`src/rtl/scs8hd_ano_pipe.sv`:
```
// Parametrised, pipelined AND-OR(-INVERT) cell array: X = OR(AND groups, direct OR terms) ^ INV
// per lane, with a 2-stage valid/ready pipeline and a saturating output-toggle counter.
module scs8hd_ano_pipe #(
    parameter int LANES = 2,
    parameter int N_AND = 2,
    parameter int K     = 2,
    parameter int N_OR  = 1,
    parameter int CNT_W = 8
) (
    input  logic                                         CLK,
    input  logic                                         RESET,
    input  logic [LANES*N_AND*K-1:0]                     A,
    input  logic [((LANES*N_OR > 0) ? LANES*N_OR : 1)-1:0] C,
    input  logic                                         INV,
    input  logic                                         IN_VALID,
    output logic                                         IN_READY,
    output logic [LANES-1:0]                             X,
    output logic                                         OUT_VALID,
    input  logic                                         OUT_READY,
    output logic [CNT_W-1:0]                             TOG_CNT,
    input  logic                                         CNT_CLR
);

    localparam int C_W = (LANES*N_OR > 0) ? LANES*N_OR : 1;
    localparam int G_W = LANES*N_AND;

    generate
        if (K < 1 || N_AND < 1 || LANES < 1) begin : g_param_check
            $fatal(1, "scs8hd_ano_pipe: K, N_AND and LANES must all be at least 1");
        end
    endgenerate

    logic             s1_valid;
    logic             s2_valid;
    logic [G_W-1:0]   p_s1;
    logic [C_W-1:0]   c_s1;
    logic             inv_s1;
    logic [LANES-1:0] prev_x;

    logic             adv1;
    logic             adv2;
    logic             out_acc;
    logic [G_W-1:0]   p_comb;
    logic [LANES-1:0] y_comb;

    assign adv2      = s1_valid & (~s2_valid | OUT_READY);
    assign IN_READY  = ~RESET & (~s1_valid | adv2);
    assign adv1      = IN_VALID & IN_READY;
    assign OUT_VALID = s2_valid;
    assign out_acc   = s2_valid & OUT_READY;

    // NOTE: every always_comb output gets a default before any conditional logic, so no latch can form.
    always_comb begin
        p_comb = '0;
        for (int i = 0; i < G_W; i++) begin
            p_comb[i] = &A[i*K +: K];
        end
    end

    always_comb begin
        y_comb = '0;
        for (int l = 0; l < LANES; l++) begin
            for (int g = 0; g < N_AND; g++) begin
                y_comb[l] = y_comb[l] | p_s1[l*N_AND + g];
            end
            for (int j = 0; j < N_OR; j++) begin
                y_comb[l] = y_comb[l] | c_s1[l*N_OR + j];
            end
        end
    end

    // NOTE: state registers use non-blocking assignments so every flop samples pre-edge values.
    always_ff @(posedge CLK) begin
        if (RESET) begin
            s1_valid <= 1'b0;
        end else if (adv1) begin
            s1_valid <= 1'b1;
        end else if (adv2) begin
            s1_valid <= 1'b0;
        end
    end

    // NOTE: stage-1 payload has no reset; it is only observed behind s1_valid, which is reset.
    always_ff @(posedge CLK) begin
        if (adv1) begin
            p_s1   <= p_comb;
            c_s1   <= C;
            inv_s1 <= INV;
        end
    end

    always_ff @(posedge CLK) begin
        if (RESET) begin
            s2_valid <= 1'b0;
            X        <= '0;
        end else if (adv2) begin
            s2_valid <= 1'b1;
            X        <= y_comb ^ {LANES{inv_s1}};
        end else if (OUT_READY) begin
            s2_valid <= 1'b0;
        end
    end

    // Clear beats a coincident increment; prev_x tracks every accepted beat regardless of clear.
    always_ff @(posedge CLK) begin
        if (RESET) begin
            TOG_CNT <= '0;
            prev_x  <= '0;
        end else begin
            if (out_acc) begin
                prev_x <= X;
            end
            if (CNT_CLR) begin
                TOG_CNT <= '0;
            end else if (out_acc && (X != prev_x) && (TOG_CNT != {CNT_W{1'b1}})) begin
                TOG_CNT <= TOG_CNT + 1'b1;
            end
        end
    end

endmodule
```
`config.mk`:
```
export PLATFORM = sky130hd
export DESIGN_NAME = scs8hd_ano_pipe
export DESIGN_NICKNAME = d
export VERILOG_FILES = /design/src/rtl/scs8hd_ano_pipe.sv
export SDC_FILE = /design/constraint.sdc
export NUM_CORES = 1
export LEC_CHECK = 0
export ABC_CLOCK_PERIOD_IN_PS = 1800
export CORE_UTILIZATION = 45
export CTS_CLUSTER_SIZE = 10
export DETAILED_ROUTE_END_ITERATION = 8
export PLACE_DENSITY = 0.77
export SETUP_SLACK_MARGIN = 0.2
export SLEW_MARGIN = 20
export SYNTH_ARGS = -nofsm -noshare
export SYNTH_HDL_FRONTEND = slang
export SYNTH_SLANG_ARGS = --single-unit
```
`constraint.sdc`:
```
create_clock -name CLK -period 1.8 [get_ports CLK]
set_input_delay 0.36 -clock CLK [delete_from_list [all_inputs] [get_ports CLK]]
set_output_delay 0.36 -clock CLK [all_outputs]
set_load 0.05 [all_outputs]
```
======== Word level (Yosys, flattened, before mapping) ========
Cells that the tools add are included.
storage, ports and cells
  flip-flop bits (word level) ............. 21
  input port bits ......................... 16
cells by class
  mux-type cells .......................... 4
  reductions and logical operators ........ 9
  bitwise logic cells ..................... 14
  equal/unequal tests ..................... 2
  add/sub/neg operators ................... 1
operator list
  cell                   number
  $add A8 B1 Y8 const B  1
  $ne A8 B8 Y1 const B   1
  $reduce_and A2 Y1      4
  $or A1 B1 Y1           6
  $and A1 B1 Y1          4
  $mux W1                4
  $reduce_bool A2 Y1     2
  $not A1 Y1             3
  $logic_and A1 B1 Y1    2
  $ne A2 B2 Y1           1
  $reduce_or A2 Y1       1
  $xor A2 B2 Y2          1

======== Longest topological paths before layout ========
Gate-level depths: netlist (run 1).
  depth in word-level cells ............... 7
  mapped depth ............................ 6
  gate-level depth less buffers ........... 5

======== Worst setup path after synthesis (run 1) ========
No wires, ideal clock.
  kind .................................... reg-to-reg
  start point ............................. register s2_valid (netlist: OUT_VALID)
  end point ............................... register c_s1[0] (enable)
  cell stages (with the launch flop) ...... 4
  data arrival time ....................... 1.919 ns
  setup slack ............................. -0.445 ns
  path buffers ............................ 0
  library setup time ...................... 0.326 ns
  data required time ...................... 1.474 ns
  path through ............................ dfxtp_1 nor2b_1 a21oi_1 and2_1
on the way
  word-level cells in the longest chain between the ends .. 6
ends and longest elaborated chain
  what                      RTL line  source
  start: declaration        34        logic s2_valid;
  start signal: assignment  94        s2_valid <= 1'b0;
  start signal: assignment  97        s2_valid <= 1'b1;
  start signal: assignment  100       s2_valid <= 1'b0;
  $not A1 Y1                46        assign adv2 = s1_valid & (~s2_valid | OUT_READY);
  $or A1 B1 Y1              46
  $and A1 B1 Y1             46
  $or A1 B1 Y1              47        assign IN_READY = ~RESET & (~s1_valid | adv2);
  $and A1 B1 Y1             47
  net IN_READY              16        output logic IN_READY,
  $and A1 B1 Y1             48        assign adv1 = IN_VALID & IN_READY;
  net adv1                  40        logic adv1;
  end signal: assignment    87        c_s1 <= C;
  end: declaration          36        logic [C_W-1:0] c_s1;
The timed path passes the listed nets, and every way through them passes these cells.
A chain may end at the register's enable or synchronous reset.

======== Final worst setup path (run 1) ========
  start point ............................. register s2_valid (netlist: OUT_VALID)
  end point ............................... output port IN_READY
on the way
  word-level cells in the longest chain between the ends .. 5
ends and longest elaborated chain
  what              RTL line
  $not A1 Y1        46
  $or A1 B1 Y1      46
  $and A1 B1 Y1     46
  $or A1 B1 Y1      47
  $and A1 B1 Y1     47
  end: declaration  16
Every way passes these cells.

==> flow_results.org, run 1 <==
** Status
- Status :: finished, final reports clean

** Layout
- Number of standard cells in the layout, taps in and fillers out :: approximately 160
- # diodes :: 0
- Of the cells placed in the final design, the portion with a size suffix greater than 1 is 0.323.
- Highest-count cells in the layout ignoring fill and taps :: buf_4, clkdlybuf4s50_1, a21oi_1
- Leaving out fill and tap cells, the most frequent cell in the layout is buf_4.
- The area growth from synthesis to layout is 46.3%.
- After the last flow step, the layout net total stands at between 100 and 150.
- Number of fill cells :: 152

** STA
- Setup violation total in the final timing report :: 0
- At the pin with the least slew margin, the transition time is ~0.3 ns.
- Worst setup skew after layout :: roughly 0.0048 ns
- The final number of max-transition violations is 0.
- The worst pin sits at a relative slew slack of 0.801.
- The hold violation count in the final report is 0.
- Setup repair after global routing left no endpoint under its margin.
- Of the available clock period, the critical path in the final layout requires 0.851.
- Maximum operating frequency :: 653 MHz
- The clock period could shrink to roughly 1.5 ns.

** Placement
- Detailed placement finished with a half-perimeter wire length of 1350 um.
- Final estimated routing congestion in global placement :: ~0.84
- Once placement completed, the tool counted placed cells totaling around 150.
- Port buffering added 27 buffers.

** Detailed routing
- Total via count after detailed routing :: 847
- For this block, the routed nets add up to roughly 2000 um of wire.
- Antenna-violating nets left :: 0
- In the final routed layout, each cell accounts on average for about 12 um.
- Violation count after the first detailed-routing iteration :: 17
- After detailed routing, the number of remaining DRC violations is 0.
- In the routed layout, each cell is associated on average with a via count of 5.39.
- The first TritonRoute pass finished after 4 iterations.

** Global route
- Global route total overflow :: 0
- Initial antenna violation count :: 0
- For this run, the total global-route usage over all layers was measured as 0.188.
- Entering global routing, the biggest net connects 12 pins.
- Wire length of the first global-routing pass :: between 2000 and 3000 um
- The number of global-route vias before repair came to between 700 and 800.

** Pwr
- Power density over the cells :: 625 mW/mm2
- Leakage :: around 0.50 nW
- Worst IR drop on VDD :: roughly 0.58 mV
- Summing internal, switching and leakage power gives 0.850 mW.

** Hold path
- The worst hold path belongs to the class input port to register.
- The worst hold path passes through 2 cells.

** Clock network
- No sink is reached through more buffers than the 2 on the longest clock path.
- CTS tree :: yes
- Clock-pin slew was measured on the worst setup and hold paths at around 0.12 ns.
- CTS Root Cell :: clkbuf_4
- CTS built an H-tree with a depth of 1.
- Clock insertion delay at the later pin of the skew report :: 0.30 ns
- Counting every sink on the clock net gives 21.
- Buffers inserted during clock tree synthesis total 3.

** Setup path
- Data arrives at the worst endpoint at 1.17 ns.
- The setup check on the worst reg-to-reg path leaves a slack of 0.29 ns.
- Counting cells, the worst reg-to-reg path comes to 5.
- Along the worst path, the maximum fanout reaches 3.
- At the worst endpoint, the required time is approximately 1.4 ns.
- STA classifies the critical path startpoint as a register.
- Capturing element type of the critical path :: output pin
- The critical path is of the register to output pin type.

** Synth
- Warning count from the yosys run :: 0
- Netlist area before placement :: ~930 um2
- Counting flops with a built-in enable in the synthesized netlist gives 7.
- Number of distinct library cells after synthesis :: 32
- For this run, the register share of the synthesized area comes to 0.528.
- Counting every net in the synthesized netlist gives ~110.
- Post-synthesis average cell area :: slightly below 10 um2
- Of all flip-flops after synthesis, the portion carrying an async set or reset was 0.
- Post-Syn Instances :: 95
- Post-synthesis register bit count :: 21
- Among all flip-flop cells after synthesis, the most frequent one is dfxtp_1.

** Floorplan
- From bottom edge to top edge, the die measures approximately 47 um.
- The initial utilization of the core area, before any placement, comes to 0.479.
- Standard-cell rows :: 16
- The die covers roughly 0.0023 mm2.
- 28 I/O pins were placed.
- Floorplan Core Area :: 0.00194 mm2
- Measured along the x axis, the die boundary spans 47.5 um.

** Job
- Max-cap violations in this run came to 0.
[cell type report]
cell class	count	area, um2	area share
clock buffers	4	26.3	0.0193
inverters	2	7.51	0.00552
multi-input cells	68	469	0.345
flip-flops and latches	21	505	0.372
well taps	27	33.8	0.0248
repair buffers	35	318	0.234
[registers in the layout, summed over array words and instances, names as in the netlist]
register	flops
s1_valid	1
X	2
c_s1	2
p_s1	4
inv_s1	1
TOG_CNT	8
OUT_VALID	1
prev_x	2
[per-stage QoR]
stage	utilization	setup TNS, ns	hold slack (ns)	worst slack, ns	instance area, um2
2_1_floorplan	-	0	0.448	0.210	960
3_3_place_gp	0.657	-0.627	0.460	-0.0854	1270
3_5_place_dp	0.657	-0.720	0.462	-0.112	1270
4_1_cts	0.677	0	0.479	0.207	1320
5_1_grt	0.700	0	0.392	0.206	1360
6_report	0.700	0	0.370	0.268	1360
[worst max-delay path: stages (launching register included)]
cell     delay, ns
dfxtp_2       0.34
nor2b_4       0.12
buf_6         0.11
a21oi_4       0.14
buf_12        0.15
[path summary, 6_finish.rpt]
path | start | to
setup / recovery | OUT_VALID | IN_READY
hold / removal | RESET | OUT_VALID
setup reg to reg | TOG_CNT[0] | TOG_CNT[3]
hold reg to reg | prev_x[0] | prev_x[0]
[report_power, final]
group          internal [mW]  total (mW)  leakage [nW]  switching [mW]
Clock                 0.0864       0.228        0.0150           0.142
Combinational         0.0626       0.114         0.296          0.0512
Sequential             0.500       0.508         0.186         0.00857
Total                  0.649       0.850         0.497           0.202
[kinds of logic after synthesis]
kind of cell / Yosys count / synth area share
mux: 2 / 0.0215
fa+ha+maj: 1 / 0.0135
xor+xnor: 4 / 0.0377
simple gates: 40 / 0.238
buf+inv: 6 / 0.0256
compound gates: 21 / 0.136
flops: 21 / 0.528
[layer usage]
metal,wire [um],vias to the layer above,GRT usage
met5,0,-,0
met4,50,0,0.0857
met2,1020,37,0.337
li1,-,416,-
met3,102,6,0.0453
met1,786,388,0.210
[cell usage after synthesis, types with 3 or more instances]
cell type,n,share of area
dfxtp_1,14,0.30
a21oi_1,10,0.054
edfxtp_1,7,0.23
nand3_1,7,0.038
nor2_1,6,0.024
and2_1,5,0.034
nand2_1,4,0.016
o31ai_1,4,0.032
or4_1,4,0.032
nor3_1,3,0.016
o21ai_0,3,0.016
[timing repair]
action	in CTS	in global routing
resized for setup	1	10
pin swaps	1	1
hold buffers	0	0
setup endpoints to repair	1	7
setup buffers	2	0
No activity file was read; power rests on OpenSTA's default activity.
==> run 2, diff against run 1 <==
--- a/config.mk
+++ b/config.mk
@@ -9,8 +9,8 @@
 export CORE_UTILIZATION = 45
 export CTS_CLUSTER_SIZE = 10
 export DETAILED_ROUTE_END_ITERATION = 8
+export GPL_ROUTABILITY_DRIVEN = 0
 export PLACE_DENSITY = 0.77
-export SETUP_SLACK_MARGIN = 0.2
 export SLEW_MARGIN = 20
 export SYNTH_ARGS = -nofsm -noshare
 export SYNTH_HDL_FRONTEND = slang
==> run 2 against run 1 <==
Largest power group unchanged. Design area decreased by 4.0%. Die area unchanged. Critical endpoint unchanged. Largest cell class unchanged. Register-to-register slack worse by 0.13 ns. Global-route usage fell by 0.94 points. Worst hold slack better by 0.12 ns. Via count fell by 3.4%.
==> flow_results.org, run 2 (synthesis gave the netlist of run 1 again) <==
** Job
- MaxCap Viol Count :: 0 (unchanged)

** STA
- The post-route worst setup slack was 0.0609 ns (-0.207 ns).
- The transition time at the pin with the least slew margin was 0.346 ns (+0.0481 ns).
- Maximum operating frequency :: 575 MHz (-12%)
- Final cycle utilization of the critical path :: 0.966 (+0.115)
- Hold violation total from the final report :: 0 (unchanged)
- Setup repair after global routing missed its margin :: no
- The shortest period the worst path allows was 1.74 ns (+0.207 ns).
- The worst clock skew was 0.00559 ns (+0.000836 ns).
- The relative slew slack was 0.769 (-0.0315).
- The hold slack was 0.488 ns (+0.117 ns).
- The final-report setup violation count was 0 (unchanged).
- The final number of max-transition violations came to 0 (unchanged).

** Global route
- Met3 Resource Use GR :: 0.0453 (unchanged)
- Global route total overflow :: 0 (unchanged)
- Overall fraction of global-route tracks in use :: 0.179 (-0.00935)
- The layer flagged by global routing as most heavily used is met2.
- The maximum number of pins on one net before global-route repair was 13 (+1).
- Vias in the first global route :: 675 (-4.9%)
- The global-route wire length before repair is 2730 um (-4.8%).
- GR Layer Usage met1 :: 0.213 (+0.00289)
- The met2 demand-to-capacity share in global routing came to 0.301 (-0.0356).
- Initial antenna violation count :: 0 (unchanged)

** Floorplan
- The overall die width was 47.5 um (unchanged).
- The number of placed I/O pins came to 28 (unchanged).
- The die outline area is 0.00225 mm2 (unchanged).
- Floorplan Core Area :: 0.00194 mm2 (unchanged)
- The starting density of the core came to 0.479 (unchanged).
- Vertical die dimension :: 47.5 um (unchanged)
- Standard-cell rows :: 16 (unchanged)

** Placement
- The instance count after placement with tap cells included was 153 (+1.3%).
- Post-placement worst setup slack :: -0.192 ns (-0.0799 ns)
- Count of input and output buffers :: 27 (unchanged)
- The detailed placement HPWL is 1390 um (+3.7%).

** Detailed routing
- DRC violation count after routing :: 0 (unchanged)
- Violation count after the first detailed-routing iteration :: 13 (-4)
- The routed wire length per instance was 11.5 um (-7.5%).
- The first-pass detailed-route iteration total was 4 (unchanged).
- Total via count after detailed routing :: 818 (-3.4%)
- Vias per cell :: 5.21 (-3.4%)
- The total length of routed wires is 1810 um (-7.5%).
- The final antenna-violating net count came to 0 (unchanged).

** Layout
- The share of post-route cells with drive strength above 1 came to 0.238 (-0.0846).
- Fin nets :: 148 (unchanged)
- The flip-flop count of the largest register after layout came to 8 (unchanged).
- In the final layout, the registers with the most flip-flops are TOG_CNT x8, p_s1 x4.
- The end-of-flow core utilization came to 0.673 (-0.0277).
- Highest-count cells in the layout ignoring fill and taps :: buf_4, clkdlybuf4s50_1, dfxtp_1
- Number of standard cells in the layout, taps in and fillers out :: 157 (unchanged)
- Number of fill cells :: 166 (+9.2%)
- The register with the most flip-flops in the final layout is TOG_CNT.
- The library cell used most frequently in the layout, excluding fill and tap cells, is buf_4.
- From synthesis to final layout, the design area changed by 40.5%.
- # diodes :: 0 (unchanged)

** Setup path
- The endpoint arrival time on the critical path came to 1.38 ns (+0.21 ns).
- Capturing element type of the critical path :: output pin
- Critical Path Start Type :: input port
- By startpoint and endpoint, the worst setup path is classified as input port to output pin.
- Crit path required time :: 1.44 ns (about the same)
- Critical path fanouts, max :: 3 (unchanged)

** Clock network
- The tree is rooted in a clkbuf_4.
- Clock transition at the registers of the reported paths :: 0.12 ns (about the same)
- The hold-fix buffer count after cts is 0 (unchanged).
- TritonCTS built the clock tree.
- The maximum level of the CTS H-tree came to 1 (unchanged).
- The maximum count of clock buffers along a single path is 2 (unchanged).
- Clock insertion delay at the later pin of the skew report :: 0.30 ns (about the same)
- The count of clock tree sinks is 21 (unchanged).
- The number of buffers created by CTS is 3 (unchanged).

** Pwr
- The highest ir drop seen on vdd was 0.509 mV (-12%).
- Power after layout :: 0.839 mW (-1.3%)
- Power density over the cells :: 642 mW/mm2 (+2.7%)
- Leakage :: 0.484 nW (-2.7%)

** Status
- Status :: finished, final reports clean

** Hold path
- Worst min-delay path class :: register to register
-- run 2: cell types whose count changed in the layout (fill, tap and decap cells not counted), moves of 2 or more --
cell / delta
clkdlybuf4s50_1: +2
dfxtp_1: +7
dfxtp_2: -5
dfxtp_4: -2
-- run 2: routing by layer --
metal  up-vias  routed length [um]
li1        418                   -
met1       378                 757
met4         0                  18
met2        20                 965
met5         -                   0
met3         2                  67
-- run 2: report_power, final --
part / internal (mW) / switching [mW] / total [mW]
clock: 0.0828 / 0.140 / 0.223
sequential: 0.502 / 0.00874 / 0.511
combinational: 0.0579 / 0.0479 / 0.106
total: 0.643 / 0.196 / 0.839
-- run 2: final timing paths --
path / from / endpoint / slack, ns / cells after the start
hold reg to reg: prev_x[1] / prev_x[1] / 0.49 / 2
setup / recovery: OUT_READY / IN_READY / 0.06 / 5
hold / removal: prev_x[1] / prev_x[1] / 0.49 / 2
setup reg to reg: TOG_CNT[0] / TOG_CNT[3] / 0.16 / 6
-- run 2: what timing repair did --
item | 4_1_cts | 5_1_grt
endpoints found under the setup margin | 1 | 1
buffers inserted | 0 | 0
resized for setup | 1 | 1
-- run 2: layout make-up --
cell class	count	area [um2]	share of cell area
Sequential cell	21	492	0.376
Multi-Input combinational cell	68	433	0.331
Timing Repair Buffer	35	313	0.239
Tap cell	27	33.8	0.0259
Clock buffer	3	22.5	0.0172
Inverter	2	7.51	0.00575
Clock inverter	1	5.00	0.00383
-- run 2: worst max-delay path: stages --
cell and delay, ns:
clkdlybuf4s50_1 0.42, buf_4 0.15, nor2b_2 0.20, a21oi_4 0.09
buf_12 0.15
-- run 2: per-stage QoR --
| step | TNS, ns | instance area (um2) |
|---|---|---|
| floorplan | 0 | 942 |
| global placement | -1.03 | 1270 |
| detailed placement | -1.59 | 1270 |
| CTS | 0 | 1300 |
| global route | 0 | 1310 |
| finish | 0 | 1310 |
==> run 3, diff against run 2 <==
--- a/config.mk
+++ b/config.mk
@@ -7,10 +7,10 @@
 export LEC_CHECK = 0
 export ABC_CLOCK_PERIOD_IN_PS = 1800
 export CORE_UTILIZATION = 45
-export CTS_CLUSTER_SIZE = 10
+export CTS_CLUSTER_SIZE = 40
 export DETAILED_ROUTE_END_ITERATION = 8
 export GPL_ROUTABILITY_DRIVEN = 0
-export PLACE_DENSITY = 0.77
+export PLACE_DENSITY = 0.81
 export SLEW_MARGIN = 20
 export SYNTH_ARGS = -nofsm -noshare
 export SYNTH_HDL_FRONTEND = slang
==> run 3 against run 2 <==
Flip-flop and latch count unchanged. Wire length grew 8.0%. First-iteration DRC count up 54%. Clock power rose by 3%. Largest power group unchanged. Critical path depth stayed put. Final cell count increased by 0.64%. Critical path type unchanged. Die area unchanged. Core utilization increased by 0.39 points. Non-clock buffer count up 1. Worst hold slack got worse by 0.0085 ns.
==> flow_results.org, run 3 (synthesis gave the netlist of run 1 again) <==
** Status
- The flow ran to the end, and the final reports show no timing, DRC or antenna violations.

** Setup path
- The endpoint arrival time on the critical path is 1.39 ns (about the same).
- The setup slack of the most critical reg-to-reg path was 0.17 ns (about the same).
- Reg-to-reg startpoint :: TOG_CNT[0]
- The worst setup path is captured at an output pin.
- Critical path start-end classification :: input port to output pin
- Path depth of the worst reg2reg path :: 6 (unchanged)
- Reg2Reg Capture Point :: TOG_CNT[3]
- STA classifies the critical path startpoint as an input port.
- Crit-path slowest cell :: clkdlybuf4s50_1
- Worst path cell trace :: clkdlybuf4s50_1, buf_4, nor2b_2, a21oi_4, buf_12
- Largest stage delay on the critical path :: 0.44 ns (+0.02 ns)
- The required time reported for the critical path endpoint is 1.44 ns (about the same).
- The highest fanout seen on the critical path came to 3 (unchanged).

** Layout
- The net count reported at finish came to 149 (+0.68%).
- Fraction of layout cells with a size suffix above 1 :: 0.244 (+0.00581)
- Max reg flops :: 8 (unchanged)
- The library cells used most frequently in the layout, excluding fill and tap cells, are buf_4, clkdlybuf4s50_1, dfxtp_1.
- The library cell used most frequently in the layout, excluding fill and tap cells, is buf_4.
- # diodes :: 0 (unchanged)
- Compared with the post-synthesis result, the final layout area differs by 41.3%.
- Biggest registers after layout :: TOG_CNT x8, p_s1 x4
- Top reg by flops :: TOG_CNT
- The non-filler instance count after layout came to 158 (+0.64%).

** Clock network
- CTS Sinks :: 21 (unchanged)
- H-Tree Depth :: 1 (unchanged)
- The later-pin clock latency in the skew report was 0.31 ns (about the same).
- CTS tree :: yes
- The tree is rooted in a clkbuf_4.
- The maximum count of clock buffers along a single path is 2 (unchanged).
- Clock transition at the registers of the reported paths :: 0.13 ns (about the same)
- The number of buffers created by CTS is 3 (unchanged).

** Placement
- The number of input and output port buffers inserted is 27 (unchanged).
- The instance count after placement with tap cells included is 154 (+0.65%).
- The worst slack after detailed placement came to -0.219 ns (-0.0267 ns).
- HPWL reported at the end of detailed placement :: 1450 um (+3.9%)

** STA
- The final number of max-transition violations was 0 (unchanged).
- Actual slew at the worst max-slew pin :: 0.324 ns (-0.0217 ns)
- Final cycle utilization of the critical path :: 0.974 (+0.00786)
- Setup repair after global routing missed its margin :: no
- The shortest period the worst path allows is 1.75 ns (+0.0142 ns).
- Worst Slack Setup Final :: 0.0468 ns (-0.0142 ns)
- Worst slew margin :: 0.784 (+0.0145)
- Hold violation total from the final report :: 0 (unchanged)
- The highest clock rate was 570 MHz (-0.81%).
- Setup violation total in the final timing report :: 0 (unchanged)
- The worst clock skew is 0.0191 ns (+0.0135 ns).

** Detailed routing
- Vias per cell :: 5.37 (+3.0%)
- Routed wirelength normalized by instance count :: 12.4 um (+7.3%)
- The first-pass detailed-route iteration total was 4 (unchanged).
- DRC violation count after routing :: 0 (unchanged)
- The via count came to 848 (+3.7%).
- The detailed router's first-iteration violation count came to 20 (+7).
- Detailed-route wire length :: 1950 um (+8.0%)
- Antenna-violating nets left :: 0 (unchanged)

** Floorplan
- Standard-cell rows :: 16 (unchanged)
- The starting density of the core is 0.479 (unchanged).
- # IOs :: 28 (unchanged)
- The die outline area came to 0.00225 mm2 (unchanged).
- Floorplan Core Area :: 0.00194 mm2 (unchanged)
- The height of the die is 47.5 um (unchanged).
- Die width :: 47.5 um (unchanged)

** Global route
- The overall routing resource usage came to 0.188 (+0.00856).
- Maximum number of pins on one net before global-route repair :: 13 (unchanged)
- The number of global-route vias before repair came to 734 (+8.7%).
- Global route total overflow :: 0 (unchanged)
- The initial antenna violation count is 0 (unchanged).
- Wire length of the first global-routing pass :: 2880 um (+5.6%)

** Pwr
- The highest ir drop seen on vdd was 0.460 mV (-9.6%).
- The leakage power came to 0.489 nW (+1.1%).
- Power density over the cells :: 645 mW/mm2 (+0.43%)

** Hold path
- Worst Hold Path EP :: prev_x[1]
- The startpoint identified for the worst hold timing path is prev_x[1].
- Worst hold path cell count :: 2 (unchanged)
- Worst min-delay path class :: register to register

** Job
- MaxCap Viol Count :: 0 (unchanged)
-- run 3: cell types whose count changed in the layout (fill, tap and decap cells not counted), sizes merged --
cell,delta
buf,+1
-- run 3: layout make-up --
type / instances / area, um2
sequential: 21 / 492
timing repair buffer: 36 / 320
tap: 27 / 33.8
inverter: 2 / 7.51
multi-input combinational: 68 / 433
clock inverter: 1 / 5.00
fill: 153 / 628
clock buffer: 3 / 22.5
-- run 3: worst max path at each step --
stage | startpoint | end | slack [ns] | depth (start not counted)
5_1_grt | OUT_READY | IN_READY | 0.002 | 5
2_1_floorplan | TOG_CNT[1] | TOG_CNT[4] | 0.003 | 6
3_5_place_dp | OUT_READY | TOG_CNT[4] | -0.22 | 5
3_3_place_gp | OUT_READY | TOG_CNT[4] | -0.15 | 5
6_report | OUT_READY | IN_READY | 0.05 | 5
4_1_cts | OUT_READY | IN_READY | 0.05 | 5
-- run 3: where the power goes --
group / internal, mW / switching (mW)
Sequential: 0.502 / 0.00875
Clock: 0.0830 / 0.147
Combinational: 0.0581 / 0.0484
Total: 0.643 / 0.204
-- run 3: critical path, delay by kind of cell --
kind	cells	cell delay (ns)
buffers and inverters	3	0.75
and+or+nand+nor	1	0.18
AOI/OAI and AO/OA	1	0.09
-- run 3: repair_timing --
item                       CTS  global route
hold buffers                 0             0
gates resized for setup      1             1
buffers inserted             0             0
setup endpoints to repair    1             2
-- run 3: through the flow --
step / util / TNS, ns / cell area, um2 / hold slack, ns / total power [mW]
3_5_place_dp: 0.659 / -1.77 / 1280 / 0.461 / 0.627
4_1_cts: 0.675 / 0 / 1310 / 0.479 / 0.850
5_1_grt: 0.677 / 0 / 1310 / 0.501 / 0.880
6_report: 0.677 / 0 / 1310 / 0.479 / 0.848
3_3_place_gp: 0.659 / -1.02 / 1280 / 0.460 / 0.623
2_1_floorplan: - / 0 / 942 / 0.448 / 0.570
-- run 3: per-layer routing --
metal / track usage / share of wire / vias to the layer above
met5: 0 / 0 / -
met3: 0.0340 / 0.039 / 4
met2: 0.356 / 0.54 / 25
li1: - / - / 424
met4: 0.0857 / 0.012 / 0
met1: 0.198 / 0.41 / 395
==> edit 1 (config.mk and constraints of run 2) <==
Change the parameter `K` from 2 to 4.
--- a/src/rtl/scs8hd_ano_pipe.sv
+++ b/src/rtl/scs8hd_ano_pipe.sv
@@ -3,7 +3,7 @@
 module scs8hd_ano_pipe #(
     parameter int LANES = 2,
     parameter int N_AND = 2,
-    parameter int K     = 2,
+    parameter int K     = 4,
     parameter int N_OR  = 1,
     parameter int CNT_W = 8
 ) (
Interface: changed (resized A); port bits go from 28 to 36. No check against the original RTL was run, so the function may have changed too.
==> edit 1 against run 2 <==
Power increased by 1.9%. Synthesized area up 1.1%. Count of clock-buffer cells in the layout unchanged. Worst setup slack gained 11 ps. Cell area is 7.2% higher. Wire length rose by 13%. Sequential cell count unchanged. Via count grew 11%. Largest cell class unchanged.
==> edit 1: results (changes against run 2) <==
synth_edf_count: 7  # unchanged
synth_commonest_cells: "dfxtp_1, a21oi_1, edfxtp_1, nand3_1, nor2_1"  # unchanged
highest_layer: "met4"  # unchanged
root_buffer: "clkbuf_4"  # unchanged
drive_above_1_share_pct: 22.3  # was 23.8%
async_flop_share_pct: 0  # unchanged
slew_headroom_pct: 60.0  # was 76.9%
synth_area_per_cell_um2: 9.89  # was 9.79 um2
slowest_delay_ps: 420  # about the same
dp.cells: 162  # was 153
wl_per_cell_um: 12.3  # was 11.5 um
yosysWarnings: 0  # unchanged
reg_top3: "TOG_CNT: 8 flops, p_s1: 4 flops"  # unchanged
grt-ovfl-total: 0  # unchanged
dr.pass1.iters: 5  # was 4
vias: 909  # was 818
cp_max_fo: 3  # unchanged
hold_class: "register to register"  # unchanged
powerSeq_mw: 0.509  # was 0.511 mW
vdd_drop_max_mv: 0.374  # was 0.509 mV
hold_slack_ps: 478  # was 488 ps
p_int_mw: 0.656  # was 0.643 mW
first_iter_violations: 9  # was 13
grt_pass1_vias: 803  # was 675
p_comb_share_pct: 14.3  # was 12.6%
hpwl_mm: 1.63  # was 1.39 mm
power_leakage_nw: 0.533  # was 0.484 nW
synth.distinct_cells: 32  # unchanged
seq_area_frac_synth_pct: 52.2  # was 52.8%
wl_met1_um: 820  # was 757 um
antenna_found_initial: 0  # unchanged
skew_ps: 4.84  # was 5.59 ps
antenna_cells: 0  # unchanged
ant_nets: 0  # unchanged
status: "completed"  # unchanged
htree_levels: 1  # unchanged
nets: 165  # was 148
insertion_delay_ps: 300  # about the same
cts_made_buffers: 3  # unchanged
grtUsageTotal_pct: 20.1  # was 17.9%
postPlaceCellArea_mm2: 0.00137  # was 0.00127 mm2
wl_met2_mm: 1.11  # was 965 um
cp.arrival_ps: 1370
clkSlewWorstSetupHoldPaths_ps: 120  # about the same
synthTopCellsByArea: "dfxtp_1, edfxtp_1, a21oi_1, and4_1, nand3_1"  # was dfxtp_1, edfxtp_1, a21oi_1, nand3_1, and2_1
numPortBuffers: 35  # was 27
clockBufferDepth: 2  # unchanged
routed_wl_mm: 2.05  # was 1.81 mm
grt_pass1_wl_mm: 3.15  # was 2.73 mm
slowest_stage: "clkdlybuf4s50_1"  # unchanged
dr_wl_met3_um: 100  # was 67 um
grt_max_degree: 13  # unchanged
syn-num-nets: 120  # was 112
==> edit 1: final cells by class <==
cell class	count	area (um2)
timing repair buffer	44	400
clock inverter	1	5.00
multi-input combinational	68	439
fill	162	562
inverter	2	7.51
sequential	21	492
clock buffer	3	22.5
tap	27	33.8
==> edit 1: cell families (layout without fill, tap and decap cells) <==
| logic type | Yosys count | in the layout | share of synthesized area, % |
|---|---|---|---|
| compound gates | 21 | 21 | 13.4 |
| flops | 21 | 21 | 52.2 |
| buf+inv | 6 | 50 | 2.53 |
| xor+xnor | 4 | 4 | 3.73 |
| mux | 2 | 2 | 2.13 |
| fa+ha+maj | 1 | 1 | 1.33 |
| simple gates | 40 | 40 | 24.6 |
==> edit 1: path summary, 6_finish.rpt <==
check	from	end	slack (ps)	cells past startpoint
hold / removal	prev_x[1]	prev_x[1]	480	2
setup reg to reg	TOG_CNT[0]	TOG_CNT[3]	140	6
setup / recovery	OUT_READY	IN_READY	70	5
hold reg to reg	prev_x[1]	prev_x[1]	480	2
==> edit 1: metal layers <==
layer  GRT usage [%]  vias to the layer above
li1                -                      446
met1            22.8                      428
met2            36.2                       33
met3            4.53                        2
met4            7.78                        0
met5               0                        -
==> edit 1: what timing repair did <==
item / in CTS / in global routing
buffers inserted: 0 / 0
endpoints found under the setup margin: 1 / 0
hold endpoints to repair: 0 / 0
resized for setup: 1 / 0
==> edit 1: worst max-delay path: cells and delay by family <==
kind / cells / cell delay (ps)
compound gates: 1 / 90
simple gates: 1 / 190
buf+inv: 3 / 720
==> edit 1: metrics by stage <==
step                power (mW)  worst slack [ps]
finish                   0.855              72.0
global route             0.890              18.0
CTS                      0.861              69.8
detailed placement       0.642              -168
global placement         0.638              -126
floorplan                0.567              3.33
==> edit 2 (flow settings as in run 2) <==
Made on the original files. Register the output `TOG_CNT` once more, without a reset; this adds one clock of latency there. The other outputs are not delayed to match.
--- a/src/rtl/scs8hd_ano_pipe.sv
+++ b/src/rtl/scs8hd_ano_pipe.sv
@@ -23,6 +23,8 @@
 
     localparam int C_W = (LANES*N_OR > 0) ? LANES*N_OR : 1;
     localparam int G_W = LANES*N_AND;
+
+    logic [CNT_W-1:0] TOG_CNT_s0;
 
     generate
         if (K < 1 || N_AND < 1 || LANES < 1) begin : g_param_check
@@ -104,18 +106,22 @@
     // Clear beats a coincident increment; prev_x tracks every accepted beat regardless of clear.
     always_ff @(posedge CLK) begin
         if (RESET) begin
-            TOG_CNT <= '0;
+            TOG_CNT_s0 <= '0;
             prev_x  <= '0;
         end else begin
             if (out_acc) begin
                 prev_x <= X;
             end
             if (CNT_CLR) begin
-                TOG_CNT <= '0;
-            end else if (out_acc && (X != prev_x) && (TOG_CNT != {CNT_W{1'b1}})) begin
-                TOG_CNT <= TOG_CNT + 1'b1;
+                TOG_CNT_s0 <= '0;
+            end else if (out_acc && (X != prev_x) && (TOG_CNT_s0 != {CNT_W{1'b1}})) begin
+                TOG_CNT_s0 <= TOG_CNT_s0 + 1'b1;
             end
         end
     end
 
+    always_ff @(posedge CLK) begin
+        TOG_CNT <= TOG_CNT_s0;
+    end
+
 endmodule
Formal check against the unedited RTL: not equivalent (a bounded check fails within 4 cycles, from zero or initial values and one cycle with RESET high).
==> edit 2 against run 2 <==
Sequential cell count rose by 8. Synthesized area increased by 23%. Wire length rose by 11%. Power rose by 39%. Non-clock buffer count decreased by 3. Sequential power increased by 35%. Critical path type unchanged. Cell area up 17%. Global-route usage fell by 0.23 points. Hold slack got worse by 70 ps. Die area up 22%. Worst setup slack gained 16 ps.
==> edit 2: results (changes against run 2) <==
fin_crit_sh_pct: 95.7  # was 96.6%
grt_max_degree: 17  # was 13
r2r_slack_ps: 260  # was 160 ps
hpwl_mm: 1.47  # was 1.39 mm
power_leakage_nw: 0.650  # was 0.484 nW
clkSlewWorstSetupHoldPaths_ps: 90  # was 120 ps
switching_share_pct: 23.6  # was 23.4%
synthTopCellsByArea: "dfxtp_1, edfxtp_1, a41o_1, nor2_1, xnor2_1"  # was dfxtp_1, edfxtp_1, a21oi_1, nand3_1, and2_1
vias: 859  # was 818
worst_pin_slew_ps: 497  # was 346 ps
met1_usage_pct: 20.5  # was 21.3%
clkPwrFrac_pct: 31.1  # was 26.5%
grt_pass1_vias: 800  # was 675
inverters: 1  # was 2
multi_input_gates: 71  # was 68
dp_slack_ps: -29.9  # was -192 ps
grtUsageTotal_pct: 17.7  # was 17.9%
wl_met2_um: 938  # was 965 um
synth.distinct_cells: 30  # was 32
multiInputGateArea_um2: 478  # was 433 um2
status: "completed"  # unchanged
reg2reg_from: "TOG_CNT_s0[0]"  # was TOG_CNT[0]
reg_top3: "TOG_CNT: 8 flops, TOG_CNT_s0: 8 flops, p_s1: 4 flops"  # was TOG_CNT: 8 flops, p_s1: 4 flops
synth_commonest_cells: "dfxtp_1, nor2_1, nand2_1, edfxtp_1, a21oi_1"  # was dfxtp_1, a21oi_1, edfxtp_1, nand3_1, nor2_1
clkCellAreaFrac_pct: 3.36  # was 2.11%
wl_per_cell_um: 11.9  # was 11.5 um
vdd_drop_max_mv: 0.594  # was 0.509 mV
hold_depth: 0  # was 2
reg2regPathDepth: 5  # was 6
sh_seq_area_pct: 42.6  # was 37.6%
power_density_mw_per_mm2: 761  # was 642 mW/mm2
min_to: "TOG_CNT[1]"  # was prev_x[1]
==> edit 2: cell types whose count changed after synthesis, sizes merged, moves of 2 or more <==
cell	change
a31oi	+3
a41o	+5
dfxtp	+8
nand2	+4
nand3	-3
nor2	+7
o21ai	-3
o31ai	-4
or4	-4
xnor2	+2
xor2	-2
==> edit 2: worst max-delay path by stage <==
stage | startpoint | endpoint | depth (start not counted)
after global routing | OUT_READY | IN_READY | 4
after CTS | TOG_CNT[4] | TOG_CNT[4] | 1
after floorplan | OUT_VALID | c_s1[0] | 3
after global placement | OUT_READY | p_s1[0] | 4
after detailed placement | OUT_READY | p_s1[0] | 4
final | OUT_READY | IN_READY | 4
==> edit 2: cells by family after synthesis <==
group                    after synthesis  synth area share [%]
buffers and inverters                  5                  2.51
adder cells (fa/ha/maj)                1                  1.09
XOR/XNOR                               4                  3.06
AND/OR/NAND/NOR                       44                  20.9
multiplexers                           2                  1.75
AO/OA/AOI/OAI                         20                  14.0
flip-flops                            29                  56.8
